File: src/rtl/awb_pkg.sv
// awb_pkg: shared constants and types for the auto-white-balance stage.
//   GAIN_*          : gain format (unsigned Q2.8, 1.0 = 256)
//   CH_W / *_LSB    : RGB field slicing of the 24-bit pixel bus
//   awb_state_e     : gain-computation sequencer states
package awb_pkg;

  localparam int GAIN_W    = 10;
  localparam int GAIN_FRAC = 8;
  localparam int GAIN_ONE  = 256;
  localparam int GAIN_MAX  = 1023;

  localparam int CH_W  = 8;
  localparam int R_LSB = 16;
  localparam int G_LSB = 8;
  localparam int B_LSB = 0;

  typedef enum logic [1:0] {
    IDLE,
    DIV_R,
    DIV_B,
    UPDATE
  } awb_state_e;

endpackage

File: src/rtl/awb_div.sv
// awb_div: sequential restoring divider producing a saturated gain.
//   clk, rst  : clock, synchronous active-high reset
//   start     : load dividend/divisor and begin (overrides abort/busy)
//   abort     : drop the division in progress
//   dividend  : DVD_W-bit numerator
//   divisor   : DVS_W-bit denominator; zero yields Q_ONE
//   done      : one-cycle pulse when quotient is valid
//   quotient  : Q_W-bit result, saturated to 2^Q_W-1, held until next done
module awb_div #(
  parameter int DVD_W = 40,
  parameter int DVS_W = 32,
  parameter int Q_W   = 10,
  parameter int Q_ONE = 256
) (
  input  logic             clk,
  input  logic             rst,
  input  logic             start,
  input  logic             abort,
  input  logic [DVD_W-1:0] dividend,
  input  logic [DVS_W-1:0] divisor,
  output logic             done,
  output logic [Q_W-1:0]   quotient
);

  localparam int CNT_W = $clog2(DVD_W + 1);
  localparam int Q_MAX = (1 << Q_W) - 1;

  logic [DVS_W-1:0] rem;
  logic [DVS_W-1:0] dvs;
  logic [DVD_W-1:0] dvd;
  logic [DVD_W-1:0] quo;
  logic [CNT_W-1:0] cnt;
  logic             busy;

  logic [DVS_W-1:0] step_rem;
  logic [DVS_W-1:0] step_dvs;
  logic             step_bit;
  logic [DVD_W-1:0] step_quo;
  logic [DVS_W:0]   trial;
  logic             ge;
  logic [DVS_W:0]   rem_nxt;
  logic [DVD_W-1:0] quo_nxt;
  logic [Q_W-1:0]   quo_sat;

  // The first quotient bit is resolved on the start edge itself, straight
  // from the input operands, so a run takes DVD_W edges including the load.
  always_comb begin
    step_rem = start ? '0 : rem;
    step_dvs = start ? divisor : dvs;
    step_bit = start ? dividend[DVD_W-1] : dvd[DVD_W-1];
    step_quo = start ? '0 : quo;
    trial    = {step_rem, step_bit};
    ge       = (trial >= {1'b0, step_dvs});
    rem_nxt  = ge ? (trial - {1'b0, step_dvs}) : trial;
    quo_nxt  = {step_quo[DVD_W-2:0], ge};
    quo_sat  = (quo_nxt > DVD_W'(Q_MAX)) ? Q_W'(Q_MAX) : quo_nxt[Q_W-1:0];
  end

  always_ff @(posedge clk) begin
    if (rst) begin
      rem      <= '0;
      dvs      <= '0;
      dvd      <= '0;
      quo      <= '0;
      cnt      <= '0;
      busy     <= 1'b0;
      done     <= 1'b0;
      quotient <= '0;
    end else begin
      done <= 1'b0;
      if (start) begin
        if (divisor == '0) begin
          busy     <= 1'b0;
          done     <= 1'b1;
          quotient <= Q_W'(Q_ONE);
        end else begin
          rem  <= rem_nxt[DVS_W-1:0];
          quo  <= quo_nxt;
          dvd  <= dividend << 1;
          dvs  <= divisor;
          cnt  <= CNT_W'(DVD_W - 1);
          busy <= 1'b1;
        end
      end else if (abort) begin
        busy <= 1'b0;
      end else if (busy) begin
        rem <= rem_nxt[DVS_W-1:0];
        quo <= quo_nxt;
        dvd <= dvd << 1;
        cnt <= cnt - 1'b1;
        if (cnt == CNT_W'(1)) begin
          busy     <= 1'b0;
          done     <= 1'b1;
          quotient <= quo_sat;
        end
      end
    end
  end

endmodule

File: src/rtl/awb_gain_apply.sv
// awb_gain_apply: gray-world auto-white-balance.
//   Collects per-frame R/G/B sums, derives R and B gains relative to G during
//   blanking, and applies them to the next frame through a 3-stage pipeline.
//   I_clk, I_rst           : pixel clock, synchronous active-high reset
//   I_awb_en               : 1 = apply gains, 0 = unity gain (same latency)
//   I_vs, I_hs, I_de       : sync / data enable in; rising I_vs = new frame
//   I_rgb                  : pixel in, [23:16] R, [15:8] G, [7:0] B
//   O_vs, O_hs, O_de, O_rgb: same stream, 3 cycles later, gain-corrected
//   O_gain_r, O_gain_b     : gains currently applied (Q2.8)
module awb_gain_apply #(
  parameter int ACC_W     = 32,
  parameter int GAIN_W    = 10,
  parameter int GAIN_FRAC = 8
) (
  input  logic              I_clk,
  input  logic              I_rst,
  input  logic              I_awb_en,
  input  logic              I_vs,
  input  logic              I_hs,
  input  logic              I_de,
  input  logic [23:0]       I_rgb,
  output logic              O_vs,
  output logic              O_hs,
  output logic              O_de,
  output logic [23:0]       O_rgb,
  output logic [GAIN_W-1:0] O_gain_r,
  output logic [GAIN_W-1:0] O_gain_b
);

  import awb_pkg::*;

  localparam logic [GAIN_W-1:0] UNITY = GAIN_W'(GAIN_ONE);
  localparam int DVD_W  = ACC_W + GAIN_FRAC;
  localparam int P_W    = CH_W + GAIN_W;
  localparam int S2_W   = P_W - GAIN_FRAC;
  localparam int ROUND  = 1 << (GAIN_FRAC - 1);
  localparam int CH_MAX = (1 << CH_W) - 1;

  // ---------------- statistics and gain sequencing ----------------
  logic              vs_prev;
  logic              vs_rise;
  logic [ACC_W-1:0]  acc_r, acc_g, acc_b;
  logic [ACC_W-1:0]  snap_g, snap_b;
  logic [GAIN_W-1:0] shadow_r, shadow_b;
  logic [GAIN_W-1:0] active_r, active_b;
  logic [GAIN_W-1:0] res_r;
  awb_state_e        state, state_nxt;

  logic              div_start, div_abort, div_done;
  logic [DVD_W-1:0]  div_dividend;
  logic [ACC_W-1:0]  div_divisor;
  logic [GAIN_W-1:0] div_q;

  // The R division launches on the vs edge itself, fed directly from the
  // accumulators, so only G and B need a snapshot for the later B pass.
  always_comb begin
    vs_rise      = I_vs & ~vs_prev;
    state_nxt    = state;
    div_start    = vs_rise | ((state == DIV_R) & div_done);
    div_abort    = vs_rise & (state != IDLE);
    div_dividend = vs_rise ? {acc_g, {GAIN_FRAC{1'b0}}}
                           : {snap_g, {GAIN_FRAC{1'b0}}};
    div_divisor  = vs_rise ? acc_r : snap_b;
    if (vs_rise) begin
      state_nxt = DIV_R;
    end else begin
      unique case (state)
        IDLE:    state_nxt = IDLE;
        DIV_R:   if (div_done) state_nxt = DIV_B;
        DIV_B:   if (div_done) state_nxt = UPDATE;
        UPDATE:  state_nxt = IDLE;
        default: state_nxt = IDLE;
      endcase
    end
  end

  always_ff @(posedge I_clk) begin
    if (I_rst) begin
      vs_prev  <= 1'b0;
      state    <= IDLE;
      acc_r    <= '0;
      acc_g    <= '0;
      acc_b    <= '0;
      snap_g   <= '0;
      snap_b   <= '0;
      shadow_r <= UNITY;
      shadow_b <= UNITY;
      active_r <= UNITY;
      active_b <= UNITY;
      res_r    <= UNITY;
    end else begin
      vs_prev <= I_vs;
      state   <= state_nxt;
      if (vs_rise) begin
        snap_g   <= acc_g;
        snap_b   <= acc_b;
        acc_r    <= '0;
        acc_g    <= '0;
        acc_b    <= '0;
        active_r <= shadow_r;
        active_b <= shadow_b;
      end else if (I_de) begin
        acc_r <= acc_r + ACC_W'(I_rgb[R_LSB +: CH_W]);
        acc_g <= acc_g + ACC_W'(I_rgb[G_LSB +: CH_W]);
        acc_b <= acc_b + ACC_W'(I_rgb[B_LSB +: CH_W]);
      end
      if ((state == DIV_R) && div_done && !vs_rise) begin
        res_r <= div_q;
      end
      // The divider keeps its last result, so the B gain is read from it here.
      if ((state == UPDATE) && !vs_rise) begin
        shadow_r <= res_r;
        shadow_b <= div_q;
      end
    end
  end

  awb_div #(
    .DVD_W (DVD_W),
    .DVS_W (ACC_W),
    .Q_W   (GAIN_W),
    .Q_ONE (GAIN_ONE)
  ) u_div (
    .clk      (I_clk),
    .rst      (I_rst),
    .start    (div_start),
    .abort    (div_abort),
    .dividend (div_dividend),
    .divisor  (div_divisor),
    .done     (div_done),
    .quotient (div_q)
  );

  assign O_gain_r = active_r;
  assign O_gain_b = active_b;

  // ---------------- apply pipeline ----------------
  logic [CH_W-1:0]   pix  [3];
  logic [GAIN_W-1:0] gsel [3];
  logic [P_W-1:0]    s1   [3];
  logic [S2_W-1:0]   s2   [3];
  logic [CH_W-1:0]   s3   [3];
  logic [2:0]        sync_d [3];

  always_comb begin
    pix[0]  = I_rgb[R_LSB +: CH_W];
    pix[1]  = I_rgb[G_LSB +: CH_W];
    pix[2]  = I_rgb[B_LSB +: CH_W];
    gsel[0] = I_awb_en ? active_r : UNITY;
    gsel[1] = UNITY;
    gsel[2] = I_awb_en ? active_b : UNITY;
  end

  always_ff @(posedge I_clk) begin
    if (I_rst) begin
      for (int unsigned c = 0; c < 3; c++) begin
        s1[c]     <= '0;
        s2[c]     <= '0;
        s3[c]     <= '0;
        sync_d[c] <= '0;
      end
    end else begin
      for (int unsigned c = 0; c < 3; c++) begin
        s1[c] <= P_W'(pix[c]) * P_W'(gsel[c]);
        s2[c] <= S2_W'((s1[c] + P_W'(ROUND)) >> GAIN_FRAC);
        s3[c] <= (s2[c] > S2_W'(CH_MAX)) ? '1 : s2[c][CH_W-1:0];
      end
      sync_d[0] <= {I_vs, I_hs, I_de};
      sync_d[1] <= sync_d[0];
      sync_d[2] <= sync_d[1];
    end
  end

  assign O_rgb = {s3[0], s3[1], s3[2]};
  assign O_vs  = sync_d[2][2];
  assign O_hs  = sync_d[2][1];
  assign O_de  = sync_d[2][0];

endmodule

File: config.mk
export PLATFORM = sky130hd
export DESIGN_NAME = awb_gain_apply
export DESIGN_NICKNAME = d
export VERILOG_FILES = /design/src/rtl/awb_pkg.sv /design/src/rtl/awb_div.sv /design/src/rtl/awb_gain_apply.sv
export SDC_FILE = /design/constraint.sdc
export NUM_CORES = 1
export LEC_CHECK = 0
export BUFFER_PORTS_ARGS = -buffer_cell sky130_fd_sc_hd__buf_2
export CORE_MARGIN = 4
export CORE_UTILIZATION = 50
export CTS_BUF_LIST = sky130_fd_sc_hd__clkbuf_8
export DETAILED_ROUTE_END_ITERATION = 10
export PLACE_DENSITY = 0.71
export SLEW_MARGIN = 15
export SYNTH_ARGS = -nofsm -noshare
export SYNTH_HDL_FRONTEND = slang
export SYNTH_SLANG_ARGS = --single-unit
File: constraint.sdc
create_clock -name I_clk -period 9.7 [get_ports I_clk]
set_input_delay 0.485 -clock I_clk [delete_from_list [all_inputs] [get_ports I_clk]]
set_output_delay 0.485 -clock I_clk [all_outputs]
set_load 0.02 [all_outputs]
# == After elaboration in Yosys (flattened, before gate mapping) ==
# Memory sizes are Yosys's and may differ from the RTL's.
# Cells that the tools add are included.
# totals
in_bits,30
elab_cells,148
mem_count,4
ramBits,117
out_inout_bits,47
reg_bits,374
# memory_table
memory,depth,word_bits,rd,rd_ports_with_merged_regs,wr,line,rtl
s1,3,18,3,0,3,awb_gain_apply.sv:140,logic [P_W-1:0] s1 [3];
s2,3,10,3,0,3,awb_gain_apply.sv:141,logic [S2_W-1:0] s2 [3];
s3,3,8,3,0,3,awb_gain_apply.sv:142,logic [CH_W-1:0] s3 [3];
sync_d,3,3,3,0,3,awb_gain_apply.sv:143,logic [2:0] sync_d [3];
# op_classes
bitwise,18
n_addsub,8
mul,2
mux,63
order_cmp,5
n_reduce_logical,16
n_eq_ne,11
# ops
cell,n
$mux 32,8
$mux 40,5
$mux 39,5
$mux 10,11
$add 32x8->32,3
$add 18x8->18 const B,3
$mux 18,3
$mux 8,6
$gt 40x10->1 const B,1
$mul 8x10->18,2
$ge 33x32->1,1
$logic_not 32->1,1
$sub 32x32->32,1
$gt 10x8->1 const B,3
$mux 6,4
$mux 1,15
$or 1x1->1,13
$mux 3,3
$eq 6x1->1 const B,1
$ne 2x1->1 const B,3
$ne 3x2->1 const B,2
$pmux 2 s3,1
$reduce_and 2->1,3
$reduce_bool 2->1,3
13 further kinds,22

# == Depth between registers and ports, before layout ==
# logic_depth
word_depth,11
mapped_depth,22
depth_no_buf,19

# == Cells and area by module ==
# Synthesis repeated with hierarchy kept, for this count alone.
# hier_totals
cells_unflattened,3140
area_unflattened_um2,26181.4
# by_module_without_submodules
mod,seq_area_each_um2,cells_each,n_inst,area_each_um2
awb_gain_apply,6065.8,2066,1,17304.1
awb_div,3203.1,1074,1,8877.3

# == Least setup slack after synthesis ==
# OpenSTA, ideal clock, no wires.
# synth_path
path_type,in2reg
from,in I_awb_en
to,mem s1[0][17] in the netlist's numbering
n_path_buf,3
setup_ns,0.128
t_arrival_ns,5.097
path_slack_ns,4.475
required_time_ns,9.572
stages,20
path_cell_list,clkbuf_1 > clkbuf_1 > clkbuf_1 > nand3_1 > fa_1 > inv_1 > fa_1 > fa_1 > inv_1 > fa_1 > inv_1 > ha_1 > and3_1 > a21oi_1 > a31oi_1 > a211oi_1 > inv_1 > a21oi_1 > xnor2_1 > nor2_1
# synth_rtl
item,line,rtl
"start, declared",awb_gain_apply.sv:17,"input logic I_awb_en,"
"end, declared",awb_gain_apply.sv:140,

==> run metrics <==
max-slew violations 0; clock skew 0.0326 ns; Final Hold Violating Endpoints 0; critical path class reg2reg; status completed; Mapped Cells 2,995; TritonRoute pass-1 iters 8; top-area cell type share of the netlist area 0.366; FMAX 172 MHz; worst vdd ir 0.0000888 V; grt ovf 0; initial antenna violation count 4; nets 3,244; Net Switching 0.00126 W; Post-Syn Area 24,900 µm²; switching share of power 0.286; area grow syn2layout 9.05%; number of core rows 81; Worst EP arrival 6.38 ns; clk sinks 455; Inserted Clock Buffers 76; Die H 231 µm; Synth cell types 77; combinational share of power 0.157; min-delay worst type in2reg; Syn Nets 3,257; fin worst setup slack 3.89 ns; area leader, netlist dfxtp_1; vias in the first global route 20,500; Syn Area/Cell 8.31 µm²; worst skew pair latency 0.66 ns; Post-CTS Resized 0; Routed WL 59,700 µm; Sum Neg Setup Slack 0 ns; Internal 0.00315 W; number of fill cells in the layout 4,455; Vias per Instance 5.57; Static Leak 11.5 nW; Clock Power Share 0.394; max_slew headroom 0.277; DRC 0; Clock Tree Root clkbuf_8; CTS tree done; postcts setup bufs 0; Die W 231 µm; CP max FO 92; gr usage total 0.223; share of cells above drive strength 1 0.0781; routability cong. 0.872; crit path time final 5.81 ns; Worst-path clk slew 0.06 ns; asr flop ratio synth 0; Die ar. 53,400 µm²; Reg power frac 0.449; drt initial violations 1,577; hold buffers post-CTS 0; unrepaired setup endpoints after global routing false; Avg WL per Cell 16.1 µm; CP endpoint kind register; ys flop type dfxtp_1; Req. time, crit path 10.27 ns; post-synthesis register bit count 455; Initial Utilization 0.507; I/O pin total 77; ANT nets after route 0; post-synthesis sequential area ratio 0.366; clk buf depth 3; Core Area 49,100 µm²; synth warn 0; CTS HTree Levels 3; final period utilization 0.599; pin count of the biggest net entering global routing 182; port buffer count 76; synth top area cells dfxtp_1 37%, fa_1 7.9%, ha_1 6.7%; Max Cap Viol 0; CP Launch Type register; Setup WS pre-CTS 3.81 ns; Setup-failing EPs final 0; Cell Pwr Density 163 nW/µm²; Post-synth EDFFs 0; first-pass GRT wire length 100,000 µm; hpwl dp 41,700 µm; Worst Tran Pin Value 1.08 ns; vias 20,600
==> sequential cells by signal (all words and copies together), names as in the netlist <==
register / flops
u_div.busy: 1
res_r: 10
u_div.quo: 39
s3: 24
O_gain_r: 10
acc_r: 32
shadow_r: 10
u_div.dvs: 32
state: 2
s1: 30
s2: 28
shadow_b: 10
O_gain_b: 10
u_div.dvd: 31
snap_b: 32
u_div.rem: 32
u_div.cnt: 6
acc_g: 32
acc_b: 32
sync_d: 9
u_div.quotient: 10
u_div.done: 1
snap_g: 32
==> cell usage in the layout, fill, tap and decap left out, types with 6 or more instances in the layout <==
cell type | synthesis | final
nor2b_1 | 46 | 45
xor2_1 | 60 | 60
nand2_1 | 389 | 387
nand2b_1 | 10 | 9
o2111ai_1 | 7 | 7
buf_4 | 1 | 16
nor2_1 | 352 | 351
a21o_1 | 17 | 17
dfxtp_1 | 455 | 455
inv_1 | 157 | 183
nand4_1 | 26 | 26
a211oi_1 | 97 | 97
xnor2_1 | 70 | 70
a221oi_1 | 7 | 7
fa_1 | 98 | 98
and2_1 | 23 | 23
and3_1 | 123 | 123
and4_1 | 9 | 9
o21a_1 | 6 | 6
nand3_1 | 115 | 115
buf_2 | 5 | 75
a31oi_1 | 15 | 15
a21boi_0 | 38 | 38
clkbuf_8 | 3 | 90
nor3_1 | 38 | 37
a31o_2 | 6 | 6
nor4_1 | 27 | 27
mux2i_1 | 49 | 49
a21oi_1 | 240 | 240
ha_1 | 134 | 134
o21ai_0 | 99 | 98
or3_1 | 18 | 18
==> through the flow <==
step	instance area (µm²)	hold WS (ns)	util	cells	total power, W
after CTS	27100	0.0198	0.553	3700	0.00445
final	27100	0.0555	0.553	3704	0.00441
after detailed placement	25600	0.424	0.521	3568	0.00270
after global routing	27100	0.0463	0.553	3704	0.00463
after global placement	25600	0.418	0.521	3568	0.00269
after floorplan	24900	0.414	-	2995	0.00256
==> synthesized netlist by cell type (70+ instances only) <==
master / instances
nand3_1: 115
dfxtp_1: 455
o21ai_0: 99
nand2_1: 389
nor2_1: 352
and3_1: 123
a211oi_1: 97
ha_1: 134
fa_1: 98
a21oi_1: 240
inv_1: 157
clkbuf_1: 146
xnor2_1: 70
==> cell families (layout without fill, tap and decap cells) <==
family / count (synthesis) / in the layout / share of synthesized area
other: 0 / 4 / 0
flip-flops: 455 / 455 / 0.366
XOR/XNOR: 130 / 130 / 0.0458
AND/OR/NAND/NOR: 1196 / 1196 / 0.221
multiplexers: 49 / 49 / 0.0197
AO/OA/AOI/OAI: 591 / 591 / 0.148
adder cells (fa/ha/maj): 232 / 232 / 0.146
buffers and inverters: 342 / 383 / 0.0532
==> per-layer routing <==
layer	share of wire	GRT usage	vias up
li1	-	-	10200
met1	0.43	0.282	9797
met2	0.49	0.382	510
met3	0.044	0.0354	128
met4	0.034	0.0881	0
met5	0	0	-
==> area by class of cell <==
type                       instances  area, µm²  share of cell area
timing repair buffer              93        531              0.0196
clock buffer                      90       1240              0.0456
multi-input combinational       2198      14500               0.534
tap                              664        831              0.0306
inverter                         158        593              0.0219
antenna                            4       10.0            0.000369
sequential                       455       9110               0.336
clock inverter                    42        329              0.0121
==> power by group through the flow <==
stage                     registers (W)  logic (W)  clock network (W)
after global routing            0.00199   0.000778            0.00187
after detailed placement        0.00202   0.000685                  0
after CTS                       0.00198   0.000690            0.00178
after floorplan                 0.00201   0.000546                  0
after global placement          0.00202   0.000671                  0
final                           0.00198   0.000693            0.00174
==> worst max-delay path, cell delays in order (launching register included) <==
cell and delay [ns]:
dfxtp_1 0.40, nand2b_4 0.81, nand2_4 0.57, buf_4 0.50, o21ai_0 0.34, ha_1 0.21
nand2b_1 0.13, a211oi_1 0.09, o21a_2 0.26, a31oi_4 0.23, o21ai_2 0.14, a311o_1 0.37
buf_4 0.28, nor2_1 0.86, a221oi_1 0.25, nor3_1 0.23
==> final timing paths <==
check               start            end  slack, ns  cells after the start
max          sync_d[0][2]  u_div.rem[12]       3.89                     15
min                  I_hs   sync_d[0][1]       0.06                      2
max reg2reg  sync_d[0][2]  u_div.rem[12]       3.89                     15
min reg2reg     s2[0][13]      s3[0][11]       0.43                      1
Power figures use the tool's default switching activity.
